**src/rtl/call_stack_ctrl_pkg.sv**
```systemverilog
// Shared definitions for the return-address stack controller: default sizes,
// FSM state encodings and the call/return strobe decode.
package call_stack_ctrl_pkg;

  localparam int unsigned ADDR_W_DEF = 10;
  localparam int unsigned DEPTH_DEF  = 8;
  localparam int unsigned CNT_W_DEF  = 4;

  localparam logic [0:0] ST_RUN   = 1'b0;
  localparam logic [0:0] ST_ERROR = 1'b1;

  typedef enum logic [1:0] {
    OP_NONE = 2'b00,
    OP_PUSH = 2'b01,
    OP_POP  = 2'b10,
    OP_SWAP = 2'b11
  } stack_op_e;

  function automatic stack_op_e decode_op(input logic call, input logic ret);
    stack_op_e op;
    op = OP_NONE;
    if (call && ret) begin
      op = OP_SWAP;
    end else if (ret) begin
      op = OP_POP;
    end else if (call) begin
      op = OP_PUSH;
    end
    return op;
  endfunction

endpackage

```
**src/rtl/call_stack_ctrl_mem.sv**
```systemverilog
// DEPTH x ADDR_W storage for the return-address stack.
// One synchronous write port, one asynchronous read port; contents are not reset.
module call_stack_ctrl_mem #(
  parameter int unsigned ADDR_W = 10,
  parameter int unsigned DEPTH  = 8,
  parameter int unsigned PTR_W  = $clog2(DEPTH)
) (
  input  logic              i_clk,
  input  logic              i_we,
  input  logic [PTR_W-1:0]  i_waddr,
  input  logic [ADDR_W-1:0] i_wdata,
  input  logic [PTR_W-1:0]  i_raddr,
  output logic [ADDR_W-1:0] o_rdata
);

  logic [ADDR_W-1:0] mem [DEPTH];

  always_ff @(posedge i_clk) begin
    if (i_we) begin
      mem[i_waddr] <= i_wdata;
    end
  end

  assign o_rdata = mem[i_raddr];

endmodule

```
**src/rtl/call_stack_ctrl.sv**
```systemverilog
// Return-address stack controller: pushes PC+1 on call, pops a registered return
// address with a one-cycle valid pulse on return. Build macro CALL_STACK_WRAP_EN
// makes a call on a full stack overwrite the oldest entry instead of freezing in ERROR.
module call_stack_ctrl
  import call_stack_ctrl_pkg::*;
#(
  parameter int unsigned ADDR_W = ADDR_W_DEF,
  parameter int unsigned DEPTH  = DEPTH_DEF,
  parameter int unsigned CNT_W  = CNT_W_DEF
) (
  input  logic              i_clk,
  input  logic              i_rst,
  input  logic              i_en,
  input  logic              i_call,
  input  logic              i_return,
  input  logic [ADDR_W-1:0] i_pc_ret,
  input  logic              i_clr_err,
  output logic [ADDR_W-1:0] o_ret_addr,
  output logic              o_ret_valid,
  output logic              o_empty,
  output logic              o_full,
  output logic [CNT_W-1:0]  o_depth,
  output logic              o_ovf,
  output logic              o_unf
);

  localparam int unsigned PTR_W = $clog2(DEPTH);

  logic [PTR_W-1:0]  sp_q, sp_d, sp_inc, sp_dec;
  logic [CNT_W-1:0]  depth_q, depth_d;
  logic [0:0]        state_q, state_d;
  logic [ADDR_W-1:0] ret_addr_q, ret_addr_d;
  logic              ret_valid_q, ret_valid_d;
  logic              ovf_q, ovf_d;
  logic              unf_q, unf_d;

  logic              mem_we;
  logic [PTR_W-1:0]  mem_waddr;
  logic [ADDR_W-1:0] mem_rdata;
  logic              empty, full;
  stack_op_e         op;

  assign sp_inc = sp_q + PTR_W'(1);
  assign sp_dec = sp_q - PTR_W'(1);
  assign empty  = (depth_q == '0);
  assign full   = (depth_q == CNT_W'(DEPTH));
  assign op     = decode_op(i_call, i_return);

  // Top of stack always sits at sp-1, so the read port is hard-wired there.
  call_stack_ctrl_mem #(
    .ADDR_W (ADDR_W),
    .DEPTH  (DEPTH),
    .PTR_W  (PTR_W)
  ) u_mem (
    .i_clk   (i_clk),
    .i_we    (mem_we),
    .i_waddr (mem_waddr),
    .i_wdata (i_pc_ret),
    .i_raddr (sp_dec),
    .o_rdata (mem_rdata)
  );

  always_comb begin
    sp_d        = sp_q;
    depth_d     = depth_q;
    state_d     = state_q;
    ret_addr_d  = ret_addr_q;
    ret_valid_d = 1'b0;
    ovf_d       = ovf_q;
    unf_d       = unf_q;
    mem_we      = 1'b0;
    mem_waddr   = sp_q;

    if (i_en) begin
      if (i_clr_err) begin
        sp_d    = '0;
        depth_d = '0;
        ovf_d   = 1'b0;
        unf_d   = 1'b0;
        state_d = ST_RUN;
      end else if (state_q == ST_RUN) begin
        unique case (op)
          OP_NONE: begin
          end
          OP_PUSH: begin
            if (!full) begin
              mem_we  = 1'b1;
              sp_d    = sp_inc;
              depth_d = depth_q + CNT_W'(1);
            end else begin
              ovf_d = 1'b1;
`ifdef CALL_STACK_WRAP_EN
              // sp already points at the oldest entry when full; overwrite it.
              mem_we = 1'b1;
              sp_d   = sp_inc;
`else
              state_d = ST_ERROR;
`endif
            end
          end
          OP_POP, OP_SWAP: begin
            if (empty) begin
              // A swap on empty behaves as a bare underflowing return.
              unf_d      = 1'b1;
              ret_addr_d = '0;
              state_d    = ST_ERROR;
            end else begin
              ret_addr_d  = mem_rdata;
              ret_valid_d = 1'b1;
              if (op == OP_SWAP) begin
                mem_we    = 1'b1;
                mem_waddr = sp_dec;
              end else begin
                sp_d    = sp_dec;
                depth_d = depth_q - CNT_W'(1);
              end
            end
          end
          default: begin
          end
        endcase
      end
    end
  end

  always_ff @(posedge i_clk) begin
    if (i_rst) begin
      sp_q        <= '0;
      depth_q     <= '0;
      state_q     <= ST_RUN;
      ret_addr_q  <= '0;
      ret_valid_q <= 1'b0;
      ovf_q       <= 1'b0;
      unf_q       <= 1'b0;
    end else begin
      sp_q        <= sp_d;
      depth_q     <= depth_d;
      state_q     <= state_d;
      ret_addr_q  <= ret_addr_d;
      ret_valid_q <= ret_valid_d;
      ovf_q       <= ovf_d;
      unf_q       <= unf_d;
    end
  end

  assign o_ret_addr  = ret_addr_q;
  assign o_ret_valid = ret_valid_q;
  assign o_empty     = empty;
  assign o_full      = full;
  assign o_depth     = depth_q;
  assign o_ovf       = ovf_q;
  assign o_unf       = unf_q;

endmodule
```
**config.mk**
```make
export PLATFORM = sky130hd
export DESIGN_NAME = call_stack_ctrl
export DESIGN_NICKNAME = d
export VERILOG_FILES = /design/src/rtl/call_stack_ctrl_pkg.sv /design/src/rtl/call_stack_ctrl_mem.sv /design/src/rtl/call_stack_ctrl.sv
export SDC_FILE = /design/constraint.sdc
export NUM_CORES = 1
export LEC_CHECK = 0
export CORE_MARGIN = 1
export CORE_UTILIZATION = 40
export DETAILED_ROUTE_END_ITERATION = 16
export PLACE_DENSITY_LB_ADDON = 0.1
export SYNTH_ARGS = -nofsm -noshare
export SYNTH_HDL_FRONTEND = slang
export SYNTH_SLANG_ARGS = --single-unit
```
**constraint.sdc**
```tcl
create_clock -name i_clk -period 3.45 [get_ports i_clk]
set_input_delay 0.5175 -clock i_clk [delete_from_list [all_inputs] [get_ports i_clk]]
set_output_delay 0.5175 -clock i_clk [all_outputs]
set_load 0.05 [all_outputs]
```
After elaboration in Yosys (flattened, before gate mapping)
Memories as Yosys holds them, arrays and structs flattened.
Cells that the tools add are included.
{"block": "totals", "ff_bits": 21, "ram_bits": 80, "output_inout_bits": 19, "mem_count": 1}
{"block": "op_classes", "addsub": 4, "n_eq_ne": 8, "muxes": 45, "bitwise": 4, "n_reduce_logical": 13}
{"memory": "u_mem.mem", "words": 8, "width": 10, "rd": 1, "rd_ports_with_merged_regs": 0, "write_ports": 1, "line": "call_stack_ctrl_mem.sv:16", "text": "logic [ADDR_W-1:0] mem [DEPTH];"}
{"operator": "2-to-1 mux 3 bit", "count": 11}
{"operator": "2-to-1 mux 1 bit", "count": 22}
{"operator": "2-to-1 mux 4 bit", "count": 5}
{"operator": "AND reduction 4 bit", "count": 3}
{"operator": "2-to-1 mux 10 bit", "count": 1}
{"operator": "inequality test 3 bit (second input constant)", "count": 3}
{"operator": "one-hot mux 4 bit (2 select lines)", "count": 1}
{"operator": "nonzero test 2 bit", "count": 4}
{"operator": "one-hot mux 3 bit (2 select lines)", "count": 1}
{"operator": "AND reduction 6 bit", "count": 1}
{"operator": "OR reduction 5 bit", "count": 1}
{"operator": "adder 4 x 1 -> 4 bit (second input constant)", "count": 1}
{"operator": "== test 2 bit (second input constant)", "count": 2}
{"operator": "== test 4 bit (second input constant)", "count": 1}
{"operator": "logical NOT 4 bit", "count": 1}
{"operator": "2-to-1 mux 2 bit", "count": 2}
{"operator": "NOT 1 bit", "count": 4}
{"operator": "one-hot mux 1 bit (2 select lines)", "count": 2}
{"operator": "subtractor 4 x 1 -> 4 bit (second input constant)", "count": 1}
{"operator": "adder 3 x 1 -> 3 bit (second input constant)", "count": 1}
{"operator": "nonzero test 3 bit", "count": 1}
{"operator": "subtractor 3 x 1 -> 3 bit (second input constant)", "count": 1}
{"operator": "== test 2 x 1 -> 1 bit (second input constant)", "count": 1}
{"operator": "inequality test 2 bit (second input constant)", "count": 1}
{"operator": "2 further kinds", "count": 2}

Depth between registers and ports, before layout
Gate-level depths: netlist of the first run.
{"block": "depth", "word_depth": 12, "ltp_mapped": 9}

By module
A second synthesis of the first run with hierarchy kept.
{"block": "unflattened", "cells_unflattened": 240, "area_unflattened_um2": 4166.5}
{"mod": "call_stack_ctrl_mem", "instances": 1, "cells_per_inst": 128, "area_each_um2": 3133.0, "seq_area_each_um2": 2402.3}
{"mod": "call_stack_ctrl", "instances": 1, "cells_per_inst": 112, "area_each_um2": 1033.5, "seq_area_each_um2": 420.4}

Worst setup path after synthesis of the first run
OpenSTA, ideal clock, no wires.
{"block": "synth_path", "kind": "reg-to-reg", "startpoint": "register depth_q[3] (netlist: o_depth[3])", "endpoint": "memory u_mem.mem[1][0], enable pin", "setup_time_ps": 296, "arrival_time_ps": 3371, "t_required_ps": 3154, "slack_ps": -218, "path_stages_with_launch": 6, "n_path_buf": 1, "cell_sequence": "dfxtp_1 buf_2 nor4b_1 nor3_1 o21ai_0 nor2_1"}
{"block": "synth_via", "elab_chain_len": 8}
{"element": "start, declared", "line": "call_stack_ctrl.sv:30", "text": "logic [CNT_W-1:0] depth_q, depth_d;"}
{"element": "start signal, assigned", "line": "call_stack_ctrl.sv:137", "text": "depth_q <= depth_d;"}
{"element": "== test 4 bit", "line": "call_stack_ctrl.sv:46", "text": "assign full = (depth_q == CNT_W'(DEPTH));"}
{"element": "via o_full", "line": "call_stack_ctrl.sv:21", "text": "output logic o_full,"}
{"element": "2-to-1 mux 1 bit", "line": "call_stack_ctrl.sv:86", "text": "if (!full) begin"}
{"element": "one-hot mux 1 bit (2 select lines)", "line": "call_stack_ctrl.sv:82", "text": "unique case (op)"}
{"element": "2-to-1 mux 1 bit", "line": "call_stack_ctrl.sv:81", "text": "end else if (state_q == ST_RUN) begin"}
{"element": "2-to-1 mux 1 bit", "line": "call_stack_ctrl.sv:75", "text": "if (i_clr_err) begin"}
{"element": "2-to-1 mux 1 bit", "line": "call_stack_ctrl.sv:74", "text": "if (i_en) begin"}
{"element": "2-to-1 mux 1 bit", "line": "call_stack_ctrl_mem.sv:19", "text": "if (i_we) begin"}
{"element": "2-to-1 mux 1 bit (implied by the code)", "line": "call_stack_ctrl_mem.sv:20", "text": "mem[i_waddr] <= i_wdata;"}
{"element": "end, declared", "line": "call_stack_ctrl_mem.sv:16"}
The timed path passes the listed nets, and every way through them passes these cells.

Final worst setup path of the first run
{"block": "layout_path", "startpoint": "register sp_q[1]", "endpoint": "memory u_mem.mem[1][9], enable pin"}
{"block": "layout_via", "elab_chain_len": 7}
{"element": "start, declared", "line": "call_stack_ctrl.sv:29", "text": "logic [PTR_W-1:0] sp_q, sp_d, sp_inc, sp_dec;"}
{"element": "start signal, assigned", "line": "call_stack_ctrl.sv:136", "text": "sp_q <= sp_d;"}
{"element": "subtractor 3 x 1 -> 3 bit", "line": "call_stack_ctrl.sv:44", "text": "assign sp_dec = sp_q - PTR_W'(1);"}
{"element": "2-to-1 mux 3 bit", "line": "call_stack_ctrl.sv:110", "text": "if (op == OP_SWAP) begin"}
{"element": "2-to-1 mux 3 bit", "line": "call_stack_ctrl.sv:102", "text": "if (empty) begin"}
{"element": "2-to-1 mux 3 bit", "line": "call_stack_ctrl.sv:82"}
{"element": "2-to-1 mux 3 bit", "line": "call_stack_ctrl.sv:81"}
{"element": "2-to-1 mux 3 bit", "line": "call_stack_ctrl.sv:75"}
{"element": "2-to-1 mux 3 bit (*)", "line": "call_stack_ctrl.sv:74"}
Every way passes the cells marked *; elsewhere a longest branch is shown, timed or not.

==> flow_summary.json, run 1 <==
{
  "finalHoldViolCount": 0,
  "timing.final.max_slew_violations": 0,
  "coreArea_um2": 10200,
  "viasPerCell": 5.20,
  "start_util_pct": 41.0,
  "chipHeight_um": 104,
  "cts_buffers": 9,
  "comb_power_share_pct": 8.4,
  "start_kind": "flop",
  "end_kind": "flop",
  "netlist_instances": 269,
  "pwr-share-seq_pct": 60.2,
  "place.gp.congestion": 0.760,
  "critPathRequiredTime_ns": 3.42,
  "p_clk_share_pct": 31.4,
  "die_width_um": 104,
  "fin_setup_tns_ns": 0,
  "drive_gt1_share_pct": 16.5,
  "ys_types": 46,
  "fmax_ghz": 0.352,
  "ios": 35,
  "grt_usage_pct": 17.2,
  "nets": 331,
  "final_area_um2": 4910,
  "dpl_cell_area_um2": 4720,
  "cts_tree": "built",
  "synth_edf_count": 80,
  "power.internal_uw": 1670,
  "grt_antenna_before_repair": 0,
  "antenna_left": 0,
  "antenna_cells": 0,
  "cts.sinks": 101,
  "io_buffer_count": 34,
  "period_share_pct": 82.5,
  "drc": 2,
  "syn-num-nets": 290,
  "die_area_um2": 10900,
  "max_slew_margin_pct": 26.9,
  "ctsResizeCount": 0,
  "peakVddDrop_v": 0.000207,
  "violations": "DRC",
  "worstSetupPathType": "reg -> reg",
  "clk_pin_slew_ns": 0.11,
  "finalSetupViolCount": 0,
  "grt_max_degree": 25,
  "htree_levels": 3,
  "ys_seq_elements": 101,
  "finalClockSkew_ns": 0.0132,
  "root_buffer": "clkbuf_8",
  "rows": 37,
  "synth-seq-area-share_pct": 67.3,
  "status": "finished with violations",
  "post-route-min-period_ns": 2.84,
  "dp_hpwl_um": 5720,
  "ys_async_sr_fraction_pct": 0,
  "wl_um": 8600,
  "syn_avg_cell_area_um2": 15.6,
  "cts_buffer_depth": 2,
  "crit_path_max_fanout": 10,
  "grt_pass1_vias": 2402,
  "wire_per_inst_um": 19.1,
  "fillers": 880,
  "grt_pass1_wl_um": 13700,
  "cts_hold_buffers": 0,
  "worstMarginPinSlew_ns": 1.09,
  "syn-cell-area_um2": 4200,
  "overflow": 0,
  "dr.first_iter.drc_count": 95,
  "p_leak_uw": 0.00156,
  "post-cts-setup-buffer-count": 0,
  "ys_warn_count": 0,
  "worstSkewPairLatency_ns": 0.35,
  "grt_setup_unrepaired": "no",
  "vias": 2347,
  "drv_cap": 0,
  "ff_latch_area_um2": 2820,
  "p_per_area_nw_per_um2": 449,
  "p_sw_share_pct": 24.2,
  "area_delta_synth_final_pct": 17.0,
  "ys.flop_type": "edfxtp_1",
  "multi_input_area_um2": 1280,
  "firstDrtPassIters": 10,
  "hp-class": "reg -> reg",
  "p_switching_uw": 534,
  "worstPathArrival_ns": 2.82
}
[cells by family after synthesis]
group	Yosys count	share of synthesized area, %
DFF	101	67.3
AOI/OAI and AO/OA	38	6.14
adders and majority gates	5	1.67
buffers and inverters	23	2.33
muxes	30	13.1
and+or+nand+nor	67	8.26
xor gates and xnor gates	5	1.22
[synth_stat cells, types with 2 or more instances]
| cell | n | area [um2] |
|---|---|---|
| a2111oi_0 | 2 | 17.5 |
| or2_2 | 2 | 12.5 |
| dfxtp_1 | 21 | 420 |
| ha_1 | 4 | 50.1 |
| edfxtp_1 | 80 | 2400 |
| buf_2 | 6 | 30.0 |
| or4b_1 | 2 | 20.0 |
| xor2_1 | 2 | 17.5 |
| mux4_2 | 20 | 450 |
| nor2_1 | 19 | 71.3 |
| o21ai_0 | 11 | 55.1 |
| clkbuf_1 | 6 | 22.5 |
| nand2_1 | 15 | 56.3 |
| a21oi_1 | 7 | 35.0 |
| inv_1 | 9 | 33.8 |
| xnor2_1 | 2 | 17.5 |
| and3_1 | 2 | 12.5 |
| nand3_1 | 4 | 20.0 |
| mux2i_1 | 10 | 100 |
| a32oi_1 | 3 | 26.3 |
| nor3_1 | 4 | 20.0 |
| nor4_1 | 5 | 31.3 |
| a31oi_1 | 5 | 31.3 |
| nor2b_1 | 2 | 12.5 |
| nand2b_1 | 5 | 31.3 |
[per-layer routing]
metal,vias to the layer above,global-route usage (%),part of all wire (%)
li1,1124,-,-
met1,1172,22.5,45
met3,4,3.57,3.3
met4,0,4.18,0.59
met5,-,0,0
met2,47,29.1,51
[registers in the layout (all words and copies together) (netlist names)]
register     flops
o_ret_addr      10
o_ovf            1
sp_q             3
o_ret_valid      1
state_q          1
u_mem.mem       80
o_depth          4
o_unf            1
[per-stage QoR]
step                      instances  power (uW)  hold WS (ns)  utilization, %  worst slack [ns]
after floorplan                 269        1470         0.490               -             0.602
after global placement          435        1540         0.438            46.2             0.260
after detailed placement        435        1540         0.448            46.2             0.219
after CTS                       451        2230         0.462            48.0             0.521
after global routing            451        2290         0.507            48.0             0.295
final                           451        2200         0.457            48.0             0.605
[power groups by stage]
stage | logic [uW] | registers [uW] | clock network [uW]
after floorplan | 104 | 1360 | 0
after global placement | 187 | 1350 | 0
after detailed placement | 187 | 1350 | 0
after CTS | 188 | 1330 | 714
after global routing | 202 | 1330 | 762
final | 184 | 1330 | 693
[path summary, 6_finish.rpt]
check / startpoint / to / slack (ns) / cells after the start
max: sp_q[1] / u_mem.mem[1][9] / 0.61 / 6
min: o_ret_addr[9] / o_ret_addr[9] / 0.46 / 2
max reg2reg: sp_q[1] / u_mem.mem[1][9] / 0.61 / 6
min reg2reg: o_ret_addr[9] / o_ret_addr[9] / 0.46 / 2
[area by class of cell]
class                      count  share of cell area, %
inverter                       9                  0.688
clock buffer                   9                   2.52
multi-input combinational    145                   26.1
clock inverter                 7                   1.22
sequential                   101                   57.5
tap                          136                   3.47
timing repair buffer          44                   8.46
[worst max-delay path: stages, from the launching register on]
cell and delay [ns]:
dfxtp_1 0.43, inv_1 0.10, ha_1 0.27, or2_2 0.32
a2111oi_0 0.43, a21oi_1 0.10, nor2_1 0.81
[placed cells by master, fill, tap and decap left out, types with 10 or more instances in the layout]
cell type	Yosys	routed
o21ai_0	11	11
nor2_1	19	19
mux2i_1	10	10
mux4_2	20	20
dfxtp_1	21	21
nand2_1	15	15
clkdlybuf4s50_1	0	34
edfxtp_1	80	80
buf_4	1	10
Power figures use the tool's default switching activity.
==> run 2: changes to the inputs <==
==> constraint.sdc (replaced) <==
create_clock -name i_clk -period 2.95 [get_ports i_clk]
set_input_delay 0.4425 -clock i_clk [delete_from_list [all_inputs] [get_ports i_clk]]
set_output_delay 0.4425 -clock i_clk [all_outputs]
set_load 0.05 [all_outputs]
==> flow_summary.json, run 2 (synthesized netlist as in run 1, its figures left out) <==
{
  "fmax_ghz": 0.366,
  "place.gp.congestion": 0.803,
  "largest_reg_flops": 80,
  "rows": 37,
  "post-cts-setup-buffer-count": 0,
  "power.total_uw": 2600,
  "vias": 2459,
  "htree_levels": 3,
  "final_cell_mix": "80 x edfxtp_1, 34 x clkdlybuf4s50_1, 28 x buf_4, 21 x dfxtp_1, 20 x mux4_2",
  "overflow": 0,
  "min_path_cells": 2,
  "cts.sinks": 101,
  "drv_cap": 0,
  "io_buffer_count": 34,
  "start_util_pct": 41.0,
  "dr.first_iter.drc_count": 99,
  "finalSetupViolCount": 0,
  "whs_ns": 0.455,
  "worstSkewPairLatency_ns": 0.36,
  "max_slew_margin_pct": 31.9,
  "ios": 35,
  "grt_setup_unrepaired": "no",
  "nets": 349,
  "worstSetupPathType": "reg -> reg",
  "finalHoldViolCount": 0,
  "fillers": 880,
  "grt_usage_pct": 17.8,
  "end_kind": "flop",
  "critPathRequiredTime_ns": 2.93,
  "period_share_pct": 92.5,
  "cts_buffer_depth": 2,
  "coreArea_um2": 10200,
  "die_area_um2": 10900,
  "hp-class": "reg -> reg",
  "worstMarginPinSlew_ns": 1.02,
  "clk_pin_slew_ns": 0.10,
  "ctsResizeCount": 0,
  "worstPathArrival_ns": 2.71,
  "start_kind": "flop",
  "top_register": "u_mem.mem",
  "antenna_left": 0,
  "r2r_cells": 6,
  "fin_setup_tns_ns": 0,
  "status": "finished with violations",
  "cts_buffers": 9,
  "finalClockSkew_ns": 0.0132,
  "area_delta_synth_final_pct": 20.2,
  "firstDrtPassIters": 10,
  "cts_hold_buffers": 0,
  "drive_gt1_share_pct": 20.7,
  "grt_antenna_before_repair": 0,
  "dp_hpwl_um": 6100,
  "grt_pass1_wl_um": 14100,
  "die_width_um": 104,
  "violations": "DRC",
  "cts_tree": "built",
  "p_leak_uw": 0.00165,
  "antenna_cells": 0,
  "drc": 2,
  "peakVddDrop_v": 0.000235,
  "wl_um": 9090,
  "chipHeight_um": 104,
  "crit_path_max_fanout": 10,
  "layout_commonest_cell": "edfxtp_1",
  "viasPerCell": 5.24,
  "timing.final.max_slew_violations": 0,
  "grt_pass1_vias": 2462,
  "rrSetupSlack_ns": 0.22,
  "dp_cells": 453,
  "grt_max_degree": 25,
  "wire_per_inst_um": 19.4,
  "p_per_area_nw_per_um2": 515,
  "post-route-min-period_ns": 2.73,
  "root_buffer": "clkbuf_8",
  "fin_cells": 469
}
[run 2: cell types whose count changed in the layout (fill, tap and decap cells not counted), sizes merged]
cell / change
buf: +18
[run 2: cell type report]
| class | instances | area (um2) | area share [%] |
|---|---|---|---|
| clock buffer | 9 | 124 | 2.46 |
| clock inverter | 7 | 58.8 | 1.17 |
| inverter | 9 | 33.8 | 0.670 |
| multi-input combinational | 145 | 1280 | 25.4 |
| sequential | 101 | 2820 | 56.0 |
| tap | 136 | 170 | 3.37 |
| timing repair buffer | 62 | 551 | 10.9 |
[run 2: power breakdown]
group          switching, uW  internal, uW  leakage [uW]
logic                    132          99.0      0.000672
registers               6.28          1540      0.000889
clock network            501           317     0.0000904
total                    638          1960       0.00165
[run 2: worst max-delay path, stage by stage, from the launching register on]
cell       delay [ns]
dfxtp_1          0.34
inv_1            0.11
ha_1             0.23
or2_2            0.28
a2111oi_0        0.50
a21oi_1          0.11
nor2_1           0.79
[run 2: per-layer routing]
metal	track usage, %	up-vias	wire (um)
met5	0	-	0
met4	6.43	0	68
met3	2.44	6	261
met2	29.5	52	4510
met1	24.0	1237	4250
li1	-	1164	-
[run 2: per-stage QoR]
stage	instance area (um2)	worst slack [ns]	utilization, %
after floorplan	4200	0.107	-
after global placement	4860	0.0565	47.5
after detailed placement	4860	-0.0123	47.5
after CTS	5040	0.229	49.3
after global routing	5040	0.0579	49.3
final	5040	0.220	49.3
[run 2: path summary, 6_finish.rpt]
check	end	start
min	o_ret_addr[9]	o_ret_addr[9]
min reg2reg	o_ret_addr[9]	o_ret_addr[9]
max	u_mem.mem[1][0]	sp_q[0]
max reg2reg	u_mem.mem[1][0]	sp_q[0]
==> run 3: changes to the inputs <==
--- a/config.mk
+++ b/config.mk
@@ -5,10 +5,11 @@
 export SDC_FILE = /design/constraint.sdc
 export NUM_CORES = 1
 export LEC_CHECK = 0
+export CAP_MARGIN = 15
 export CORE_MARGIN = 1
 export CORE_UTILIZATION = 40
 export DETAILED_ROUTE_END_ITERATION = 16
-export PLACE_DENSITY_LB_ADDON = 0.1
+export PLACE_DENSITY = 0.57
 export SYNTH_ARGS = -nofsm -noshare
 export SYNTH_HDL_FRONTEND = slang
 export SYNTH_SLANG_ARGS = --single-unit
==> flow_summary.json, run 3 (synthesized netlist as in run 1, its figures left out) <==
{
  "status": "finished, final reports clean",
  "post-cts-setup-buffer-count": 0,
  "antenna_left": 0,
  "max_slew_margin_pct": 31.6,
  "overflow": 0,
  "multi_input_area_um2": 1280,
  "power.total_uw": 2630,
  "p_switching_uw": 656,
  "p_sw_share_pct": 25.0,
  "die_width_um": 104,
  "timing.final.max_slew_violations": 0,
  "antenna_cells": 0,
  "htree_levels": 3,
  "postLayoutCoreUtil_pct": 49.3,
  "crit_path_max_fanout": 10,
  "worstPathArrival_ns": 2.68,
  "p_leak_uw": 0.00165,
  "drv_cap": 0,
  "rows": 37,
  "firstDrtPassIters": 5,
  "area_delta_synth_final_pct": 20.2,
  "pwr-share-seq_pct": 59.0,
  "peakVddDrop_v": 0.000292,
  "drc": 0,
  "finalClockSkew_ns": 0.0203,
  "cts_buffer_depth": 2,
  "worstSkewPairLatency_ns": 0.37,
  "dp_hpwl_um": 5490,
  "largest_reg_flops": 80,
  "vias": 2455,
  "power.internal_uw": 1970,
  "critPathRequiredTime_ns": 2.93,
  "p_clk_share_pct": 32.4,
  "p_per_area_nw_per_um2": 521,
  "wire_per_inst_um": 18.0,
  "comb_power_share_pct": 8.7,
  "finalSetupViolCount": 0,
  "worstMarginPinSlew_ns": 1.02,
  "nets": 348,
  "end_kind": "flop",
  "cts_buffers": 9,
  "grt_setup_unrepaired": "no",
  "io_buffer_count": 34,
  "finalHoldViolCount": 0,
  "root_buffer": "clkbuf_8",
  "fmax_ghz": 0.371,
  "cts_tree": "built",
  "start_util_pct": 41.0,
  "grt_antenna_before_repair": 0,
  "place.gp.congestion": 0.827,
  "fin_ws_ns": 0.253,
  "ctsResizeCount": 0,
  "die_area_um2": 10900,
  "post-place-ws_ns": -0.0686,
  "coreArea_um2": 10200,
  "ios": 35,
  "top_register": "u_mem.mem",
  "drive_gt1_share_pct": 20.8,
  "fillers": 921,
  "cts.sinks": 101,
  "viasPerCell": 5.25,
  "post-route-min-period_ns": 2.70,
  "grt_max_degree": 25,
  "wl_um": 8430,
  "grt_pass1_vias": 2535,
  "final_cell_mix": "80 x edfxtp_1, 34 x clkdlybuf4s50_1, 27 x buf_4, 21 x dfxtp_1, 20 x mux4_2",
  "clk_pin_slew_ns": 0.10,
  "fin_setup_tns_ns": 0,
  "chipHeight_um": 104,
  "start_kind": "flop",
  "whs_ns": 0.456,
  "grt_usage_pct": 16.8,
  "period_share_pct": 91.4,
  "dr.first_iter.drc_count": 111,
  "grt_pass1_wl_um": 13500,
  "layout_commonest_cell": "edfxtp_1",
  "worstSetupPathType": "reg -> reg",
  "hp-class": "reg -> reg",
  "cts_hold_buffers": 0,
  "ff_latch_area_um2": 2820
}
run 3: critical path: stages (launching register included):
cell and delay (ns):
dfxtp_1 0.34, inv_1 0.09, ha_1 0.23, buf_4 0.16
nand2b_1 0.15, a2111oi_0 0.48, a21oi_1 0.11, nor2_1 0.76
run 3: power groups by stage:
stage          Clock [uW]  Sequential [uW]  Combinational, uW
2_1_floorplan           0             1590                121
3_3_place_gp            0             1580                227
3_5_place_dp            0             1580                229
4_1_cts               869             1550                230
5_1_grt               917             1550                248
6_report              850             1550                228
run 3: metal layers:
layer  global-route usage, %  part of all wire (%)  vias up
li1                        -                     -     1160
met1                    22.6                    47     1236
met2                    27.3                    49       51
met3                    2.82                   3.1        8
met4                    6.22                   1.0        0
met5                       0                     0        -
run 3: path summary, 6_finish.rpt:
check                 from               to  slack (ns)  cells past startpoint
max                sp_q[0]  u_mem.mem[7][6]        0.25                      7
min          o_ret_addr[9]    o_ret_addr[9]        0.46                      2
max reg2reg        sp_q[0]  u_mem.mem[7][6]        0.25                      7
min reg2reg  o_ret_addr[9]    o_ret_addr[9]        0.46                      2
run 3: per-stage QoR:
step,instances,area (um2)
2_1_floorplan,269,4200
5_1_grt,468,5040
4_1_cts,468,5040
3_3_place_gp,452,4850
3_5_place_dp,452,4850
6_report,468,5040
run 3: area by class of cell:
| class | count | share of cell area (%) |
|---|---|---|
| flip-flops and latches | 101 | 56.0 |
| clock buffers | 9 | 2.46 |
| repair buffers | 61 | 10.8 |
| multi-input cells | 145 | 25.4 |
| well taps | 136 | 3.37 |
| inverters | 9 | 0.670 |
| clock inverters | 7 | 1.34 |
==> RTL change (config.mk and constraints of run 3) <==
`ret_addr_q` no longer has a reset.
--- a/src/rtl/call_stack_ctrl.sv
+++ b/src/rtl/call_stack_ctrl.sv
@@ -128,7 +128,6 @@
       sp_q        <= '0;
       depth_q     <= '0;
       state_q     <= ST_RUN;
-      ret_addr_q  <= '0;
       ret_valid_q <= 1'b0;
       ovf_q       <= 1'b0;
       unf_q       <= 1'b0;
@@ -136,11 +135,14 @@
       sp_q        <= sp_d;
       depth_q     <= depth_d;
       state_q     <= state_d;
-      ret_addr_q  <= ret_addr_d;
       ret_valid_q <= ret_valid_d;
       ovf_q       <= ovf_d;
       unf_q       <= unf_d;
     end
+  end
+
+  always_ff @(posedge i_clk) begin
+    ret_addr_q <= ret_addr_d;
   end
 
   assign o_ret_addr  = ret_addr_q;
Check against the original RTL: differs if i_rst is asserted again (counterexample within 4 cycles, from zero or initial values and one cycle with i_rst high); with i_rst held inactive, the same outputs for 4 cycles.
==> RTL change against run 3 <==
Cell area about the same. Sequential power is 3% higher. Count of clock-buffer cells in the layout unchanged. Area after synthesis grew 1.1%. Sequential share of layout area is 2.0 points higher. Wire length down 0.82%. Worst setup slack better by 0.11 ns. Fmax is 4.2% higher. Total power is 8.3% higher. Sequential cell count is the same. Largest power group unchanged.
==> RTL change: results (changes against run 3) <==
- Status: completed
- Area contributors post-synth: edfxtp_1, mux4_2, dfxtp_1
- Fin Hold WS: 0.482 ns (+0.0260 ns)
- Vias in the first global route: 2411 (-4.9%)
- Dpl cell area: 4850 um^2 (about the same)
- Register-to-Register Path Depth: 6 (-1)
- Hold Path Depth: 1 (-1)
- First-pass GRT wire length: 13400 um (-0.36%)
- Layout cells sized above 1: 0.206 (-0.00158)
- Worst hold start: o_ovf$_SDFFE_PP0P_
- Worst-Margin Slew: 0.546 ns (-0.476 ns)
- R2R setup slack: 0.68 ns (+0.43 ns)
- Yosys cell types: 42 (-8.7%)
- Drt first pass iters: 4 (-1)
- Clock Skews: 0.0135 ns (-0.00677 ns)
- Final wirelength: 8360 um (-0.82%)
- Pleak: 1.66 nW (+0.96%)
- Post-layout nets: 336 (-3.4%)
- CP Capture Point: o_full
- CP arrival: 2.15 ns (-0.53 ns)
- Hold endpoint: o_ovf$_SDFFE_PP0P_
- Max IR drop VDD: 0.265 mV (-9.3%)
- Syn nets: 283 (-2.4%)
- Filler cells: 887 (-3.7%)
- Gpl congestion: 0.725 (-12%)
- Placed cell count: 440 (-2.7%)
- Crit path launch: o_depth[1]$_SDFFE_PP0P_
- DR iter-0 viols: 99 (-11%)
- Post-synth EDFFs: 90 (+13%)
- Met1 Use GR: 0.219 (-0.00680)
- Seq/Total Area, Yosys: 0.689 (+0.0163)
- GRT Total Usage: 0.165 (-0.00310)
- Reg2reg end: u_mem.mem[7][3]$_DFFE_PP_
- Grt met2 use: 0.269 (-0.00426)
- Synth cell count leaders: edfxtp_1, nand2_1, mux4_2, nor3_1, a21oi_1
-- RTL change: cell count changes after synthesis, sizes merged, moves of 4 or more --
cell           run 3  this run
nor3               4        15
mux2               0         4
dfxtp             21        11
nand2             15        25
mux2i             10         2
edfxtp            80        90
o21ai             12         6
nand3              4         0
nor2              19        10
a21oi              7        15
-- RTL change: layout make-up --
| cell class | count | area (um^2) | area share |
|---|---|---|---|
| Sequential cell | 101 | 2920 | 0.579 |
| Multi-Input combinational cell | 139 | 1220 | 0.243 |
| Timing Repair Buffer | 55 | 498 | 0.0987 |
| Tap cell | 136 | 170 | 0.0337 |
| Clock buffer | 9 | 124 | 0.0246 |
| Clock inverter | 7 | 72.6 | 0.0144 |
| Inverter | 9 | 33.8 | 0.00670 |
-- RTL change: where the power goes --
group          total [mW]  switching [mW]  internal (mW)
clock               0.850           0.517          0.333
combinational       0.392           0.229          0.163
sequential           1.60          0.0198           1.58
-- RTL change: metrics by stage --
step | utilization | worst slack [ns]
4_1_cts | 0.489 | 0.328
2_1_floorplan | - | 0.0460
3_5_place_dp | 0.470 | 0.298
5_1_grt | 0.489 | 0.284
3_3_place_gp | 0.470 | 0.315
6_report | 0.489 | 0.361
-- RTL change: cell families after synthesis --
family,share of synthesized area
AND/OR/NAND/NOR,0.0776
buffers and inverters,0.0227
XOR/XNOR,0.0165
flip-flops,0.689
multiplexers,0.121
AO/OA/AOI/OAI,0.0563
adder cells (fa/ha/maj),0.0165
-- RTL change: layer usage --
metal  share of wire  vias to the layer above
met5               0                        -
met4          0.0067                        0
met3           0.040                        6
met2            0.49                       61
met1            0.46                     1204
li1                -                     1121
-- RTL change: critical path, delay by kind of cell, from the launching register on --
kind / cells / cell delay (ns)
buffers and inverters: 1 / 0.80
DFF: 1 / 0.43
and+or+nand+nor: 2 / 0.55
